## src/rtl/cla_pipe_adder.sv

```systemverilog
// cla_pipe_adder: pipelined carry-lookahead adder/subtractor.
// Each 4-bit lookahead group gets its own pipeline stage. The group carry-out
// is registered and becomes the carry-in of the next stage. Operand bits that
// are not yet processed travel alongside the partial sum.
// Ports:
//   clk, rst             clock, asynchronous active-high reset
//   in_valid / in_ready  operand handshake (in_ready is combinational)
//   a, b, cin, sub       operands, carry/borrow-in, 0 = add / 1 = subtract
//   out_valid/out_ready  result handshake
//   s, cout, ovf         sum/difference, MSB carry-out, signed overflow
module cla_pipe_adder #(
  parameter int unsigned WIDTH = 16
) (
  input  logic             clk,
  input  logic             rst,
  input  logic             in_valid,
  output logic             in_ready,
  input  logic [WIDTH-1:0] a,
  input  logic [WIDTH-1:0] b,
  input  logic             cin,
  input  logic             sub,
  output logic             out_valid,
  input  logic             out_ready,
  output logic [WIDTH-1:0] s,
  output logic             cout,
  output logic             ovf
);

  localparam int unsigned STAGES = WIDTH / 4;

  if ((WIDTH % 4) != 0 || WIDTH < 4 || WIDTH > 64) begin : g_width_check
    $error("cla_pipe_adder: WIDTH must be a multiple of 4 in the range 4..64");
  end

  // Lookahead carries for one 4-bit group: [0] = carry-in, [i+1] = carry out of bit i.
  function automatic logic [4:0] group_carries(input logic [3:0] p,
                                               input logic [3:0] g,
                                               input logic       c);
    logic [4:0] cy;
    cy[0] = c;
    cy[1] = g[0] | (p[0] & c);
    cy[2] = g[1] | (p[1] & g[0]) | (p[1] & p[0] & c);
    cy[3] = g[2] | (p[2] & g[1]) | (p[2] & p[1] & g[0]) | (p[2] & p[1] & p[0] & c);
    cy[4] = g[3] | (p[3] & g[2]) | (p[3] & p[2] & g[1]) | (p[3] & p[2] & p[1] & g[0])
          | (p[3] & p[2] & p[1] & p[0] & c);
    return cy;
  endfunction

  // Stage registers: remaining operand bits, partial sum, group carry-out, valid.
  logic [WIDTH-1:0] a_q [STAGES];
  logic [WIDTH-1:0] b_q [STAGES];
  logic [WIDTH-1:0] s_q [STAGES];
  logic             c_q [STAGES];
  logic             v_q [STAGES];
  logic             ovf_q;

  // Stage inputs (predecessor registers, or the ports for stage 0).
  logic [WIDTH-1:0] a_in [STAGES];
  logic [WIDTH-1:0] b_in [STAGES];
  logic [WIDTH-1:0] s_in [STAGES];
  logic             c_in [STAGES];
  logic             v_in [STAGES];

  // Stage next-state values.
  logic [WIDTH-1:0] a_nx [STAGES];
  logic [WIDTH-1:0] b_nx [STAGES];
  logic [WIDTH-1:0] s_nx [STAGES];
  logic             c_nx [STAGES];
  logic             v_nx [STAGES];
  logic             ovf_nx;

  logic [WIDTH-1:0] b_eff;
  logic             c0;
  logic             adv;

  // Subtraction is a + ~b + 1; a borrow-in cancels the +1.
  assign b_eff = sub ? ~b : b;
  assign c0    = cin ^ sub;

  // The whole pipe moves together whenever the output slot is free or draining.
  assign adv      = !v_q[STAGES-1] | out_ready;
  assign in_ready = adv;

  // Stage input selection.
  always_comb begin
    for (int unsigned k = 0; k < STAGES; k++) begin
      a_in[k] = '0;
      b_in[k] = '0;
      s_in[k] = '0;
      c_in[k] = 1'b0;
      v_in[k] = 1'b0;
    end
    a_in[0] = a;
    b_in[0] = b_eff;
    c_in[0] = c0;
    v_in[0] = in_valid & adv;
    for (int unsigned k = 1; k < STAGES; k++) begin
      a_in[k] = a_q[k-1];
      b_in[k] = b_q[k-1];
      s_in[k] = s_q[k-1];
      c_in[k] = c_q[k-1];
      v_in[k] = v_q[k-1];
    end
  end

  // Per-stage group add; stage k resolves bits [4k+3:4k].
  always_comb begin
    logic [3:0] p;
    logic [3:0] g;
    logic [4:0] cy;
    p      = '0;
    g      = '0;
    cy     = '0;
    ovf_nx = 1'b0;
    for (int unsigned k = 0; k < STAGES; k++) begin
      a_nx[k] = '0;
      b_nx[k] = '0;
      s_nx[k] = '0;
      c_nx[k] = 1'b0;
      v_nx[k] = 1'b0;
    end
    for (int unsigned k = 0; k < STAGES; k++) begin
      p  = a_in[k][4*k +: 4] ^ b_in[k][4*k +: 4];
      g  = a_in[k][4*k +: 4] & b_in[k][4*k +: 4];
      cy = group_carries(p, g, c_in[k]);

      // Processed operand bits are dropped; only the upper bits travel on.
      a_nx[k]            = a_in[k];
      a_nx[k][4*k +: 4]  = 4'h0;
      b_nx[k]            = b_in[k];
      b_nx[k][4*k +: 4]  = 4'h0;

      // Lower result bits pass through untouched; this group's sum is inserted.
      s_nx[k]            = s_in[k];
      s_nx[k][4*k +: 4]  = p ^ cy[3:0];

      c_nx[k] = cy[4];
      v_nx[k] = v_in[k];

      // Signed overflow: carry into the MSB differs from carry out of it.
      if (k == STAGES - 1) begin
        ovf_nx = cy[3] ^ cy[4];
      end
    end
  end

  // Pipeline registers; invalid stages shift along with valid ones.
  always_ff @(posedge clk or posedge rst) begin
    if (rst) begin
      for (int unsigned k = 0; k < STAGES; k++) begin
        a_q[k] <= '0;
        b_q[k] <= '0;
        s_q[k] <= '0;
        c_q[k] <= 1'b0;
        v_q[k] <= 1'b0;
      end
      ovf_q <= 1'b0;
    end else if (adv) begin
      for (int unsigned k = 0; k < STAGES; k++) begin
        a_q[k] <= a_nx[k];
        b_q[k] <= b_nx[k];
        s_q[k] <= s_nx[k];
        c_q[k] <= c_nx[k];
        v_q[k] <= v_nx[k];
      end
      ovf_q <= ovf_nx;
    end
  end

  assign out_valid = v_q[STAGES-1];
  assign s         = s_q[STAGES-1];
  assign cout      = c_q[STAGES-1];
  assign ovf       = ovf_q;

endmodule

```

## config.mk

```make
export PLATFORM = sky130hd
export DESIGN_NAME = cla_pipe_adder
export DESIGN_NICKNAME = d
export VERILOG_FILES = /design/src/rtl/cla_pipe_adder.sv
export SDC_FILE = /design/constraint.sdc
export NUM_CORES = 1
export LEC_CHECK = 0
export BUFFER_PORTS_ARGS = -buffer_cell sky130_fd_sc_hd__buf_2
export CAP_MARGIN = 15
export CORE_MARGIN = 2
export CORE_UTILIZATION = 57
export CTS_CLUSTER_DIAMETER = 80
export DETAILED_ROUTE_END_ITERATION = 10
export PLACE_DENSITY = 0.79
export SYNTH_ARGS = -nofsm -noshare
export SYNTH_HDL_FRONTEND = slang
export SYNTH_SLANG_ARGS = --single-unit
```

## constraint.sdc

```tcl
create_clock -name clk -period 2.95 [get_ports clk]
set_clock_uncertainty 0.1 [all_clocks]
set_input_delay 0 -clock clk [delete_from_list [all_inputs] [get_ports clk]]
set_output_delay 0 -clock clk [all_outputs]
set_load 0.05 [all_outputs]
```

==> results of run 1 <==
## flip-flops by register name, indices dropped and copies added, names as in the netlist
signal,cells
v_in,3
ovf,1
s,16
cout,1
b_in,24
a_in,24
c_in,3
out_valid,1
s_in,24
## placed cells by master, fill, tap and decap left out, drive strengths merged, types with 2 or more instances in the layout
master       instances
clkbuf               9
o21ai               26
nand2              221
xnor2               20
xor2                 5
fa                   4
a21o                 3
a211oi               6
buf                 61
a21oi               14
o21bai               3
nand3                2
ha                  18
nor2                10
dlygate4sd3         28
dfrtp               97
inv                  6
bufinv               4
## path summary, 6_finish.rpt
kind | to | slack, ns | start
worst min-delay path | c_in[2] | 0.02 | b[3]
worst max-delay path | ovf | 1.04 | a_in[12]
min in group asynchronous | a_in[31] | 0.11 | rst
worst max register to register | ovf | 1.04 | a_in[12]
max in group asynchronous | s_in[20] | 1.88 | rst
worst min register to register | a_in[30] | 0.37 | a_in[30]
## what timing repair did
item                       in CTS  in global routing
hold endpoints to repair       64                  0
setup endpoints to repair       0                  0
hold buffers                   28                  0
## per-stage QoR
stage	utilization	worst slack, ns	instances	instance area, sq um
2_1_floorplan	-	0.3163	465	4339
3_3_place_gp	0.6397	1.164	602	4690
3_5_place_dp	0.6397	1.025	602	4690
4_1_cts	0.7141	1.055	646	5235
5_1_grt	0.7141	0.9116	646	5235
6_report	0.7141	1.042	646	5235
## metal layers
metal	track usage	routed length, um
met4	0.08965	144
met3	0.04232	267
met2	0.3543	4002
met5	0	0
met1	0.2796	3616
## layout make-up
class                           instances  area (sq um)  area share
Sequential cell                        97          2427      0.4637
Multi-Input combinational cell        340          1789      0.3418
Timing Repair Buffer                   89         608.1      0.1162
Clock inverter                          7         141.4     0.02701
Clock buffer                            9         123.9     0.02366
Tap cell                               99         123.9     0.02366
Inverter                                5         21.27    0.004063
## cell families after synthesis
| logic type | count (synthesis) | share of synthesized area |
|---|---|---|
| AO/OA/AOI/OAI | 56 | 0.07699 |
| XOR/XNOR | 25 | 0.05479 |
| adder cells (fa/ha/maj) | 22 | 0.07036 |
| buffers and inverters | 28 | 0.02999 |
| flip-flops | 97 | 0.5594 |
| multiplexers | 1 | 0.002307 |
| AND/OR/NAND/NOR | 236 | 0.2062 |
## worst min-delay path: cells and delay by family
family | cells | cell delay, ns
fa+ha+maj | 1 | 0.17
xor+xnor | 1 | 0.05
buf+inv | 1 | 0.08
simple gates | 2 | 0.13
## power by group through the flow
stage / Sequential [mW] / Clock [mW] / Combinational (mW)
floorplan: 2.67 / 0 / 1.31
global placement: 2.28 / 0 / 2.12
detailed placement: 2.31 / 0 / 2.19
CTS: 2.28 / 1.12 / 2.27
global route: 2.36 / 1.18 / 2.51
finish: 2.28 / 1.11 / 2.25
==> impl_metrics.csv, run 1 <==
group,metric,value,unit
floorplan,core,0.007331,sq mm
yosys,syn_area,0.004339,sq mm
yosys,synth_largest_area_cell,"dfrtp_1",
route,wirelength,8.029,mm
setup_path,critical-path-max-stage-delay,0.44,ns
final_layout,nFillCells,555,
yosys,synth_edf_count,0,
placed_design,io_buffers,57,
setup_path,crit_path_max_fanout,3,
cts,cts_buffer_depth,2,
pwr,ir_worst_vdd,452.2,uV
yosys,post-synth-top-count-cell,"nand2_1",
floorplan,row_count,31,
final_layout,num_antenna_cells,0,
yosys,syn-num-nets,525,
global_routing,antenna_found_initial,0,
setup_path,reg2reg_depth,5,
hold_path,min_path_cells,5,
pwr,clkPwrFrac,0.197,
yosys,synth_commonest_cells,"nand2_1, dfrtp_1, o21ai_0",
run_status,status,"finished clean",
route,drt-initial-drc-count,200,
setup_path,crit_path_cell_trace,"ha_1, a211oi_1, o21bai_1, mux2i_1, a21oi_1",
floorplan,io_pins,58,
pwr,p_seq_frac,0.404,
sta,setup_viol,0,
floorplan,die_area,0.008327,sq mm
route,ant_nets,0,
final_layout,area_delta_synth_final,20.65,%
placed_design,dp_hpwl,5.192,mm
sta,tns,0,ns
cts,root_buffer,"clkbuf_8",
sta,period_share,0.6468,
setup_path,timing.critical_path.arrival,2.03,ns
final_layout,drive_above_1_share,0.1536,
setup_path,path_class,"reg -> reg",
route,route.detailed.drc,0,
pwr,comb_power_share,0.399,
setup_path,cp.required,3.07,ns
sta,period_needed,1.908,ns
setup_path,crit_path_start_kind,"register",
sta,fmax,0.5241,GHz
setup_path,cp.depth,5,
pwr,power.density,1076,mW/mm^2
yosys,ys_ff_latch,97,
pwr,p_int,3.365,mW
cts,cts_tree,"yes",
yosys,synth_warnings,0,
placed_design,gp_congestion,0.7574,
floorplan,die_h,91.25,um
yosys,syn-mean-instance-area,9.332,sq um
cts,numCtsBuffers,9,
cts,htreeDepth,3,
setup_path,crit_buf_inv,0,
global_routing,grt_pass1_wl,14.42,mm
yosys,ys_seq_area_frac,0.5594,
cts,clk_pin_slew,0.09,ns
sta,hold_viol_final,0,
yosys,ys.flop_type,"dfrtp_1",
route,dr.pass1.iters,4,
global_routing,grt_pass1_vias,3307,
route,wl_per_cell,12.43,um
floorplan,start_util,0.5919,
global_routing,grt_usage,0.2148,
route,vias,3236,
hold_path,min_path_type,"in -> reg",
cts,clock-sinks,97,
sta,slew_viol_final,0,
setup_path,critPathSlowestCell,"dfrtp_1",
yosys,synth_cell_types,29,
sta,rsz0062_at_grt,"false",
route,routed_via_density,5.009,
pwr,switching_share,0.4024,
pwr,p_sw,2.266,mW
pwr,totalPowerFinal,5.630,mW
final_layout,final_nets,602,
yosys,synth.top_cell.area_share,0.5594,
floorplan,die_width,91.25,um
pwr,leakagePower,2.682,nW
cts,postCtsResizedCells,0,
sta,worst_pin_slew,0.9530,ns
cts,clk_latency,0.36,ns
yosys,ys_top_cells_by_area,"dfrtp_1, nand2_1, ha_1",
cts,cts_setup_buffers,0,
setup_path,path_delay_family,"compound AO/OA/AOI/OAI gates",
job,cap_violations,0,
sta,whs,0.02256,ns
setup_path,worstSetupEndpointType,"register",
yosys,ys_async_sr_fraction,1.000,
yosys,synthCells,465,
sta,relSlewSlack,0.3646,
global_routing,grt_max_degree,105,
global_routing,grt_overflow_total,0,
No activity file was read; power rests on OpenSTA's default activity.
==> inputs of run 2 (changes only) <==
Clock period 2.95 ns to 1.8 ns, I/O delays scaled along.
==> impl_metrics.csv, run 2 (synthesis results as in run 1) <==
group,metric,value,unit
hold_path,min_path_type,"in -> reg",
route,routed_via_density,5.026,
floorplan,die_width,91.25,um
pwr,p_sw,3.749,mW
setup_path,reg2reg_depth,5,
setup_path,r2r_slack,0.12,ns
cts,clk_pin_slew,0.10,ns
route,vias,3257,
cts,clk_latency,0.36,ns
pwr,ir_worst_vdd,646.0,uV
pwr,leakagePower,2.660,nW
floorplan,start_util,0.5919,
pwr,clkPwrFrac,0.149,
pwr,p_int,5.034,mW
setup_path,worstSetupEndpointType,"output port",
sta,period_share,0.9424,
sta,hold_viol_final,0,
placed_design,gp_congestion,0.8022,
final_layout,final_nets,604,
route,wl_per_cell,12.08,um
setup_path,crit_end,"in_ready",
setup_path,crit_start,"out_valid",
pwr,comb_power_share,0.427,
sta,worst_pin_slew,0.4758,ns
pwr,p_seq_frac,0.424,
cts,cts_tree,"yes",
sta,period_needed,1.696,ns
route,dr.pass1.iters,4,
setup_path,crit_path_max_fanout,35,
global_routing,grt_overflow_total,0,
cts,root_buffer,"clkbuf_8",
route,drt-initial-drc-count,184,
sta,tns,0,ns
cts,cts_buffer_depth,2,
floorplan,row_count,31,
final_layout,num_antenna_cells,0,
placed_design,dp_hpwl,5.267,mm
cts,cts_setup_buffers,0,
global_routing,grt_pass1_wl,13.67,mm
floorplan,core,0.007331,sq mm
placed_design,io_buffers,57,
run_status,status,"finished clean",
hold_path,min_path_cells,5,
placed_design,place_area,0.004731,sq mm
global_routing,grt_usage,0.2019,
sta,setup_viol,0,
final_layout,layout_commonest_cell,"nand2_1",
sta,rsz0062_at_grt,"false",
route,wirelength,7.829,mm
sta,relSlewSlack,0.6828,
global_routing,grt_max_degree,98,
setup_path,crit_path_start_kind,"register",
final_layout,drive_above_1_share,0.1603,
setup_path,cp.required,1.70,ns
cts,clock-sinks,97,
setup_path,reg2reg_from,"a_in[13]",
floorplan,io_pins,58,
floorplan,die_h,91.25,um
global_routing,antenna_found_initial,0,
setup_path,timing.critical_path.arrival,1.60,ns
final_layout,layout_common_cells,"nand2_1, dfrtp_1, buf_2",
cts,numCtsBuffers,9,
route,ant_nets,0,
final_layout,area_delta_synth_final,20.01,%
floorplan,die_area,0.008327,sq mm
final_layout,stdcell_area,0.005207,sq mm
pwr,switching_share,0.4268,
setup_path,r2r-end,"ovf",
sta,fmax,0.5895,GHz
job,cap_violations,0,
global_routing,grt_pass1_vias,3187,
final_layout,utilization,0.7104,
sta,slew_viol_final,0,
setup_path,path_class,"reg -> out",
route,route.detailed.drc,0,
pwr,power.density,1687,mW/mm^2
cts,htreeDepth,3,
-- run 2: changes by cell type in the layout (fill, tap and decap cells not counted), moves of 2 or more --
| cell | before | now |
|---|---|---|
| bufinv_16 | 4 | 0 |
| a211oi_2 | 0 | 2 |
| a211oi_1 | 6 | 4 |
| clkinv_4 | 0 | 3 |
| buf_12 | 1 | 3 |
-- run 2: worst min path at each step --
stage / startpoint / endpoint / slack, ns
after floorplan: a[8] / a_in[40] / 0.01
after global placement: rst / a_in[47] / 0.08
after detailed placement: rst / a_in[47] / 0.08
after CTS: out_ready / s[2] / 0.02
after global routing: out_ready / s_in[18] / 0.04
final: out_ready / s[2] / 0.03
-- run 2: repair_timing --
item / in CTS / in global routing
endpoints found under the hold margin: 124 / 0
setup endpoints to repair: 0 / 2
resized for setup: 0 / 2
hold buffers: 28 / 0
-- run 2: worst max-delay path: stages (launching register included) --
cell,delay (ns)
dfrtp_1,0.38
nor2b_4,0.14
inv_2,0.07
buf_4,0.31
buf_2,0.33
-- run 2: per-stage QoR --
step	instances	total power [mW]	hold WS (ns)	setup slack, ns
after CTS	648	8.794	0.02460	0.07418
after floorplan	465	6.525	0.01245	0.1373
after global placement	604	7.266	0.07551	0.1566
final	648	8.784	0.03017	0.1037
after detailed placement	604	7.448	0.08327	0.1120
after global routing	648	9.460	0.04186	0.007850
-- run 2: layout make-up --
type                            instances  area, sq um
Clock inverter                          7        62.56
Multi-Input combinational cell        340         1799
Clock buffer                            9        123.9
Timing Repair Buffer                   91        648.1
Fill cell                             561         2123
Tap cell                               99        123.9
Sequential cell                        97         2427
Inverter                                5        22.52
-- run 2: layer usage --
metal  wire (um)  track usage  up-vias
li1            -            -     1633
met2        3940       0.3475       67
met3         279      0.03402        4
met5           0            0        -
met4          57      0.06439        0
met1        3551       0.2623     1553
-- run 2: power groups by stage --
stage	Sequential [mW]	Combinational, mW	Clock [mW]
final	3.72	3.75	1.31
after global routing	3.83	4.19	1.44
after CTS	3.72	3.73	1.34
after detailed placement	3.77	3.68	0
after global placement	3.71	3.55	0
after floorplan	4.37	2.15	0
